--- config.mk ---
export PLATFORM = sky130hd
export DESIGN_NAME = calc_sequencer
export DESIGN_NICKNAME = d
export VERILOG_FILES = /design/src/rtl/calc_pkg.sv /design/src/rtl/key_pulse.sv /design/src/rtl/calc_sequencer.sv
export SDC_FILE = /design/constraint.sdc
export NUM_CORES = 1
export LEC_CHECK = 0
export ABC_AREA = 1
export BUFFER_PORTS_ARGS = -buffer_cell sky130_fd_sc_hd__buf_2
export CAP_MARGIN = 5
export CORE_MARGIN = 4
export CORE_UTILIZATION = 49
export CTS_BUF_LIST = sky130_fd_sc_hd__clkbuf_4 sky130_fd_sc_hd__clkbuf_8
export DETAILED_ROUTE_END_ITERATION = 12
export PLACE_DENSITY = 0.76
export SLEW_MARGIN = 40
export SYNTH_ARGS = -nofsm -noshare
export SYNTH_HDL_FRONTEND = slang
export SYNTH_SLANG_ARGS = --single-unit
--- constraint.sdc ---
create_clock -name clock -period 1.1 [get_ports clock]
set_input_delay 0 -clock clock [delete_from_list [all_inputs] [get_ports clock]]
set_output_delay 0 -clock clock [all_outputs]
set_load 0.005 [all_outputs]
--- src/rtl/calc_pkg.sv ---
`default_nettype none
// ============================================================================
// Module   : calc_pkg
// Purpose  : Shared types for the calculator sequencer: operation codes,
//            FSM state codes and the operation-key priority encoder.
// Revision : 1.0  initial release
// ============================================================================
package calc_pkg;

    typedef enum logic [1:0] {
        OP_ADD = 2'b00,
        OP_SUB = 2'b01,
        OP_MUL = 2'b10,
        OP_DIV = 2'b11
    } op_t;

    typedef enum logic [2:0] {
        S_A     = 3'd0,
        S_B     = 3'd1,
        S_OP    = 3'd2,
        S_START = 3'd3,
        S_WAIT  = 3'd4,
        S_SHOW  = 3'd5,
        S_ERR   = 3'd6
    } state_t;

    // Simultaneous key presses resolve add > sub > mult > div; callers qualify
    // the result with the OR of all four pulses.
    function automatic op_t op_encode(input logic add_p, input logic sub_p,
                                      input logic mul_p, input logic div_p);
        op_t code;
        if (add_p)      code = OP_ADD;
        else if (sub_p) code = OP_SUB;
        else if (mul_p) code = OP_MUL;
        else if (div_p) code = OP_DIV;
        else            code = OP_DIV;
        return code;
    endfunction

endpackage : calc_pkg
`default_nettype wire

--- src/rtl/key_pulse.sv ---
`default_nettype none
// ============================================================================
// Module   : key_pulse
// Purpose  : Synchronises one asynchronous active-low key and emits a single
//            registered one-cycle pulse per press (SYNC+1 cycles latency).
// Revision : 1.0  initial release
// ============================================================================
module key_pulse #(
    parameter int SYNC = 2
) (
    input  logic clock,
    input  logic clear,
    input  logic key_n,
    output logic pulse
);

    logic [SYNC-1:0] sync_q, sync_d;
    logic            last_q, last_d;
    logic            pulse_q, pulse_d;

    always_comb begin
        sync_d  = {sync_q[SYNC-2:0], key_n};
        last_d  = sync_q[SYNC-1];
        pulse_d = last_q & ~sync_q[SYNC-1];
    end

    // Idle keys are high, so the chain resets to ones to avoid a false press.
    always_ff @(posedge clock or negedge clear) begin
        if (!clear) begin
            sync_q  <= '1;
            last_q  <= 1'b1;
            pulse_q <= 1'b0;
        end else begin
            sync_q  <= sync_d;
            last_q  <= last_d;
            pulse_q <= pulse_d;
        end
    end

    assign pulse = pulse_q;

endmodule : key_pulse
`default_nettype wire

--- src/rtl/calc_sequencer.sv ---
`default_nettype none
// ============================================================================
// Module   : calc_sequencer
// Purpose  : Control sequencer for the four-function calculator: latches
//            operands and operation, starts the datapath, waits for done with
//            a timeout, traps divide-by-zero. Define CALC_CHAIN_EN to allow
//            chaining the displayed result into the next operation.
// Revision : 1.0  initial release
// ============================================================================
module calc_sequencer
    import calc_pkg::*;
#(
    parameter int WIDTH   = 8,
    parameter int SYNC    = 2,
    parameter int TIMEOUT = 64
) (
    input  logic             clock,
    input  logic             clear,
    input  logic             enter_n,
    input  logic             add_n,
    input  logic             sub_n,
    input  logic             mult_n,
    input  logic             div_n,
    input  logic [WIDTH-1:0] data_in,
    input  logic [WIDTH-1:0] result_in,
    input  logic             done,
    output logic [WIDTH-1:0] opa,
    output logic [WIDTH-1:0] opb,
    output logic [1:0]       op,
    output logic             start,
    output logic             load_r,
    output logic             busy,
    output logic             err,
    output logic [2:0]       state_o
);

    localparam int            CW       = $clog2(TIMEOUT + 1);
    localparam logic [CW-1:0] CNT_LAST = CW'(TIMEOUT - 1);
    localparam logic [CW-1:0] CNT_MAX  = {CW{1'b1}};

    logic enter_p, add_p, sub_p, mul_p, div_p;
    logic op_any;
    op_t  op_code;

    key_pulse #(.SYNC(SYNC)) u_key_enter (.clock(clock), .clear(clear), .key_n(enter_n), .pulse(enter_p));
    key_pulse #(.SYNC(SYNC)) u_key_add   (.clock(clock), .clear(clear), .key_n(add_n),   .pulse(add_p));
    key_pulse #(.SYNC(SYNC)) u_key_sub   (.clock(clock), .clear(clear), .key_n(sub_n),   .pulse(sub_p));
    key_pulse #(.SYNC(SYNC)) u_key_mult  (.clock(clock), .clear(clear), .key_n(mult_n),  .pulse(mul_p));
    key_pulse #(.SYNC(SYNC)) u_key_div   (.clock(clock), .clear(clear), .key_n(div_n),   .pulse(div_p));

    assign op_any  = add_p | sub_p | mul_p | div_p;
    assign op_code = op_encode(add_p, sub_p, mul_p, div_p);

    state_t           state_q, state_d;
    logic [WIDTH-1:0] opa_q, opa_d;
    logic [WIDTH-1:0] opb_q, opb_d;
    op_t              op_q, op_d;
    logic [CW-1:0]    cnt_q, cnt_d;
    logic             pend_q, pend_d;

`ifndef CALC_CHAIN_EN
    logic unused_result;
    assign unused_result = ^result_in;
`endif

    always_comb begin
        state_d = state_q;
        opa_d   = opa_q;
        opb_d   = opb_q;
        op_d    = op_q;
        cnt_d   = cnt_q;
        pend_d  = pend_q;

        case (state_q)
            S_A: begin
                if (enter_p) begin
                    opa_d   = data_in;
                    state_d = S_B;
                end
            end
            S_B: begin
                if (enter_p) begin
                    opb_d   = data_in;
                    state_d = S_OP;
`ifdef CALC_CHAIN_EN
                    // A chained operation already has its op, so skip S_OP.
                    if (pend_q) begin
                        state_d = (op_q == OP_DIV && data_in == '0) ? S_ERR : S_START;
                    end
`endif
                end
            end
            S_OP: begin
                if (op_any) begin
                    op_d    = op_code;
                    state_d = (op_code == OP_DIV && opb_q == '0) ? S_ERR : S_START;
                end
            end
            S_START: begin
                cnt_d   = '0;
                pend_d  = 1'b0;
                state_d = S_WAIT;
            end
            S_WAIT: begin
                if (done) begin
                    state_d = S_SHOW;
                end else if (cnt_q == CNT_LAST) begin
                    state_d = S_ERR;
                end else if (cnt_q != CNT_MAX) begin
                    cnt_d = cnt_q + CW'(1);
                end
            end
            S_SHOW: begin
                if (enter_p) begin
                    state_d = S_A;
                end
`ifdef CALC_CHAIN_EN
                else if (op_any) begin
                    opa_d   = result_in;
                    op_d    = op_code;
                    pend_d  = 1'b1;
                    state_d = S_B;
                end
`endif
            end
            S_ERR: begin
                pend_d = 1'b0;
                if (enter_p) begin
                    state_d = S_A;
                end
            end
            default: begin
                state_d = S_A;
            end
        endcase
    end

    always_ff @(posedge clock or negedge clear) begin
        if (!clear) begin
            state_q <= S_A;
            opa_q   <= '0;
            opb_q   <= '0;
            op_q    <= OP_ADD;
            cnt_q   <= '0;
            pend_q  <= 1'b0;
        end else begin
            state_q <= state_d;
            opa_q   <= opa_d;
            opb_q   <= opb_d;
            op_q    <= op_d;
            cnt_q   <= cnt_d;
            pend_q  <= pend_d;
        end
    end

    assign opa     = opa_q;
    assign opb     = opb_q;
    assign op      = op_q;
    assign start   = (state_q == S_START);
    assign load_r  = (state_q == S_WAIT) && done;
    assign busy    = (state_q == S_START) || (state_q == S_WAIT);
    assign err     = (state_q == S_ERR);
    assign state_o = state_q;

endmodule : calc_sequencer
`default_nettype wire

-- Word level (Yosys, flattened, before mapping)
Index checks and enable logic that the tools add are counted.
- bits in writable memories: 0
- output and inout port bits: 25
- memories kept: 0
- bits in latches: 0
- input bits: 24
- flip-flop bits (word level): 48
- ROM bits: 0
- $lt $le $gt $ge: 0
- add/subtract/negate cells: 1
- bitwise operators: 13
- equality and inequality tests: 17
- $mul: 0
- reduce and logical (&&, ||, !) cells: 12
- multiplexer cells: 15
- div/mod/pow operators: 0
- shift operators: 0
- operators by type and width (cell ; count):
    3-bit two-way mux ; 7
    7-bit two-way mux ; 3
    3-bit case mux with 6 select lines ; 1
    7-bit case mux with 2 select lines ; 1
    3-bit equality test, second input constant ; 3
    8-bit zero test ; 1
    2-bit != test, second input constant ; 4
    7-bit by 1-bit adder with 7-bit output, second input constant ; 1
    7-bit by 6-bit equality test with 1-bit output, second input constant ; 1
    7-bit != test, second input constant ; 1
    3-bit by 2-bit equality test with 1-bit output, second input constant ; 2
    2-bit by 1-bit != test with 1-bit output, second input constant ; 3
    2-bit AND reduction ; 3
    1-bit bitwise AND ; 5
    1-bit NOT ; 5
    5-bit AND reduction ; 1
    2-bit two-way mux ; 2
    4-bit AND reduction ; 1
    3-bit by 1-bit equality test with 1-bit output, second input constant ; 1
    3-bit zero test ; 1
    3-bit != test, second input constant ; 1
    1-bit bitwise OR ; 3
    2-bit equality test, second input constant ; 1
    1-bit logical AND ; 2
    other kinds (4) ; 4

-- Logic depth before layout (Yosys ltp)
- depth after elaboration: 8
- mapped depth: 8
- mapped depth without buffers: 8

-- Hierarchy
Synthesis repeated with hierarchy kept, for this count alone.
- cell total of the unflattened synthesis: 205
- area, all modules: 1963.1 um2
- by module, submodules not included (module ; sequential area each (um2) ; cells each ; area an instance (um2) ; times used):
    calc_sequencer ; 700.7 ; 175 ; 1393.8 ; 1
    key_pulse ; 103.8 ; 6 ; 113.9 ; 5

-- Least setup slack after synthesis
OpenSTA, ideal clock, no wires.
- path type: reg-to-reg
- start point: register cnt_q[0]
- end point: register cnt_q[1]
- path slack: -0.122 ns
- data required time: 0.969 ns
- arrival time: 1.091 ns
- cell stages (with the launch flop): 7
- buffers on the path: 0
- cells stage by stage: dfrtp_1 ha_1 nand2_1 inv_1 nand3_1 a21oi_2 o21ai_0
- cells in the longest elaborated chain, start to end: 5
- elaborated cells on any way between the ends: 10
- ends and longest elaborated chain (item ; line ; RTL):
    start: declaration ; calc_sequencer.sv:58 ; logic [CW-1:0] cnt_q, cnt_d;
    start signal: assignment ; calc_sequencer.sv:151 ; cnt_q <= cnt_d;
    7-bit by 1-bit adder with 7-bit output ; calc_sequencer.sv:110 ; cnt_d = cnt_q + CW'(1);
    7-bit two-way mux ; calc_sequencer.sv:109 ; end else if (cnt_q != CNT_MAX) begin
    7-bit two-way mux ; calc_sequencer.sv:107 ; end else if (cnt_q == CNT_LAST) begin
    7-bit two-way mux ; calc_sequencer.sv:105 ; if (done) begin
    7-bit case mux with 2 select lines ; calc_sequencer.sv:74 ; case (state_q)
Several ways; a longest one is shown, not always the timed one. The select of a mux whose other input is x is not followed.
A chain may end at the register's enable or synchronous reset.

-- Final worst setup path
- start point: register state_q[2], in the netlist state_o[2]
- end point: register state_q[2], in the netlist state_o[2]
- cells in the longest elaborated chain, start to end: 4
- elaborated cells on any way between the ends: 15
- ends and longest elaborated chain (item ; line ; RTL):
    start: declaration ; calc_sequencer.sv:54 ; state_t state_q, state_d;
    start signal: assignment ; calc_sequencer.sv:147 ; state_q <= state_d;
    3-bit equality test (on tied branches) ; -- ;
    2-bit OR reduction (no line) ; -- ;
    2-bit by 1-bit != test with 1-bit output (no line) ; -- ;
    5-bit AND reduction (no line) ; -- ;
Several ways; a longest one is shown, not always the timed one.

==> impl_metrics.json <==
{
  "holdWs_ps": 94.7,
  "gp_congestion": 0.819,
  "finalCritPeriodShare_pct": 126,
  "synth-compound-area-share_pct": 8.92,
  "num_vias": 1877,
  "first_global_vias": 1831,
  "maxSlewHeadroom_pct": 83.2,
  "min_from": "done",
  "synthAdderAreaFrac_pct": 0.651,
  "die_h_um": 70.6,
  "min_path_cells": 4,
  "critPathKind": "flop to flop",
  "cp_data_arrival_time_ps": 1580,
  "yosys_warnings": 0,
  "cts-root-buf": "clkbuf_8",
  "r2r_cells": 9,
  "die_w_um": 70.6,
  "worst-path-max-fanout": 4,
  "tightestPinTransition_ps": 251,
  "post_drt_wl_per_cell_um": 15.1,
  "grt_max_degree": 49,
  "track_usage_pct": 20.0,
  "ys_ff_latch": 48,
  "violations": "negative setup slack",
  "synth_top_cell_area_share_pct": 43.0,
  "cts_buffer_depth": 2,
  "h-tree-depth": 2,
  "synth-simple-area-share_pct": 20.3,
  "syn_inst": 211,
  "layout_commonest_cell": "buf_2",
  "routed_wl_mm": 5.56,
  "status": "complete, but fails checks",
  "setup_slack_ps": -289,
  "worst_setup_path_end_kind": "flop",
  "die_area_sq_mm": 0.00499,
  "via_per_inst": 5.11,
  "yosys-top-cells-area": "dfrtp_1, dfstp_2, nand2_1",
  "rsz0062_at_grt": "true",
  "synth_xor_area_share_pct": 0.456,
  "post-route-util_pct": 84.3,
  "synth_area_per_cell_sq_um": 9.11,
  "dpl_worst_slack_ps": -175,
  "slew_violations": 0,
  "final_cell_mix": "buf_2, nand2_1, buf_4",
  "fin_skew_ps": 5.50,
  "drcViolationCount": 0,
  "drtAntennaViolNets": 0,
  "antenna_found_initial": 0,
  "yosys.area.top_type": "dfrtp_1",
  "clk_pin_slew_ps": 80,
  "drtIter0Drc": 125,
  "nNetsFinal": 343,
  "nFillCells": 195,
  "hold_violations": 0,
  "setup_viol_count_final": 33,
  "coreArea_sq_mm": 0.00372,
  "syn_nets": 236,
  "multi_input_area_sq_um": 831,
  "seqCellArea_sq_mm": 0.00122,
  "fmax_ghz": 0.720,
  "layout-drive-gt1-share_pct": 52.4,
  "ys_seq_area_share_pct": 63.5,
  "initial_core_util_pct": 51.7,
  "synth_cell_types": 20,
  "synthToLayoutAreaGrowth_pct": 63.0,
  "rr_startpoint": "state_o[2]",
  "numCtsBuffers": 5,
  "rr_endpoint": "state_o[2]",
  "cp_data_required_time_ps": 1290,
  "fin_crit_ps": 1390,
  "tns_ps": -6390,
  "cts_tree": "done",
  "power_density_mw_per_mm2": 2290,
  "antenna_cells": 0,
  "holdPathEnd": "cnt_q[0]",
  "cts.sinks": 48,
  "clock_latency_ps": 310,
  "synth_mux_area_share_pct": 0,
  "firstDrtPassIters": 4,
  "port_buffers": 40,
  "r2r_setup_slack_ps": -290,
  "p_leak_uw": 0.00156,
  "hpwl_mm": 2.94,
  "ir_drop_mv": 1.37,
  "netlist_area_sq_mm": 0.00192,
  "hold_class": "input port to flop",
  "grt_pass1_wl_mm": 8.11,
  "pin_count": 49,
  "critPathLaunchType": "flop",
  "cap_violations": 0,
  "rows": 22,
  "synth_top_family_by_area": "simple AND/OR/NAND/NOR gates",
  "grt_overflow": 0
}
[repair_timing]
| item | CTS | global route |
|---|---|---|
| buffers inserted | 15 | 2 |
| hold buffers | 14 | 0 |
| hold endpoints to repair | 69 | 0 |
| cloned | 1 | 1 |
| setup endpoints to repair | 31 | 33 |
| resized for setup | 41 | 49 |
| pin swaps | 14 | 23 |
[synth_stat cells]
master / number
nand2_1: 57
dfrtp_1: 33
inv_1: 28
nor2_1: 26
o21ai_0: 24
dfstp_2: 15
nand3_1: 11
o21ai_1: 3
buf_2: 2
nor2_2: 2
a21oi_1: 1
a21oi_2: 1
a31oi_1: 1
ha_1: 1
inv_2: 1
nand2_2: 1
nor3_1: 1
o21ai_2: 1
o21bai_1: 1
xor2_1: 1
[logic make-up (layout without fill, tap and decap cells)]
group	after synthesis	count (layout)
DFF	48	48
AOI/OAI and AO/OA	32	32
adders and majority gates	1	1
buffers and inverters	31	138
xor gates and xnor gates	1	1
and+or+nand+nor	98	99
[metrics by stage]
step | cell area [sq um] | cells | total power, uW
5_1_grt | 3130 | 367 | 7590
3_5_place_dp | 2460 | 326 | 4780
4_1_cts | 2930 | 364 | 6450
6_report | 3130 | 367 | 7170
2_1_floorplan | 1980 | 211 | 3530
3_3_place_gp | 2460 | 326 | 4680
[area by class of cell]
class / count / area share, %
Sequential cell: 48 / 39.1
Multi-Input combinational cell: 133 / 26.5
Timing Repair Buffer: 101 / 25.7
Inverter: 29 / 3.71
Clock buffer: 6 / 2.64
Tap cell: 48 / 1.92
Clock inverter: 2 / 0.439
[report_power, final]
group	total [uW]	internal [uW]	switching, uW
clock	1120	514	601
sequential	2580	2220	359
combinational	3470	1810	1660
[flip-flops by register name, summed over array words and instances, names as in the netlist, 2 cells and up]
register / count
opb: 8
state_o: 3
u_key_add.sync_q: 2
u_key_sub.sync_q: 2
op: 2
opa: 8
cnt_q: 7
u_key_div.sync_q: 2
u_key_enter.sync_q: 2
u_key_mult.sync_q: 2
[worst max path at each step]
stage	start	end	slack [ps]	depth (start not counted)
after global placement	state_o[0]	state_o[2]	-120	8
after global routing	cnt_q[0]	cnt_q[0]	-380	7
after detailed placement	state_o[1]	state_o[2]	-180	7
after floorplan	cnt_q[0]	cnt_q[3]	-70	6
after CTS	state_o[0]	busy	-240	7
final	state_o[2]	state_o[2]	-290	9
[critical path, stage by stage, from the launching register on]
cell and delay (ps):
dfrtp_2 480, inv_4 100, nand2_4 60, buf_6 120, nor2_4 150, nand2_2 90, nand2_2 80, nor2_4 50
nand2_2 70, nand2_2 60
[layer usage]
metal | share of wire, % | vias up | wire [um] | GRT usage [%]
met5 | 0 | - | 0 | 0
met4 | 2.6 | 0 | 145 | 6.47
met3 | 6.0 | 17 | 336 | 3.98
met2 | 51 | 76 | 2810 | 34.7
met1 | 41 | 908 | 2270 | 25.1
li1 | - | 876 | - | -
No activity file was read; power rests on OpenSTA's default activity.
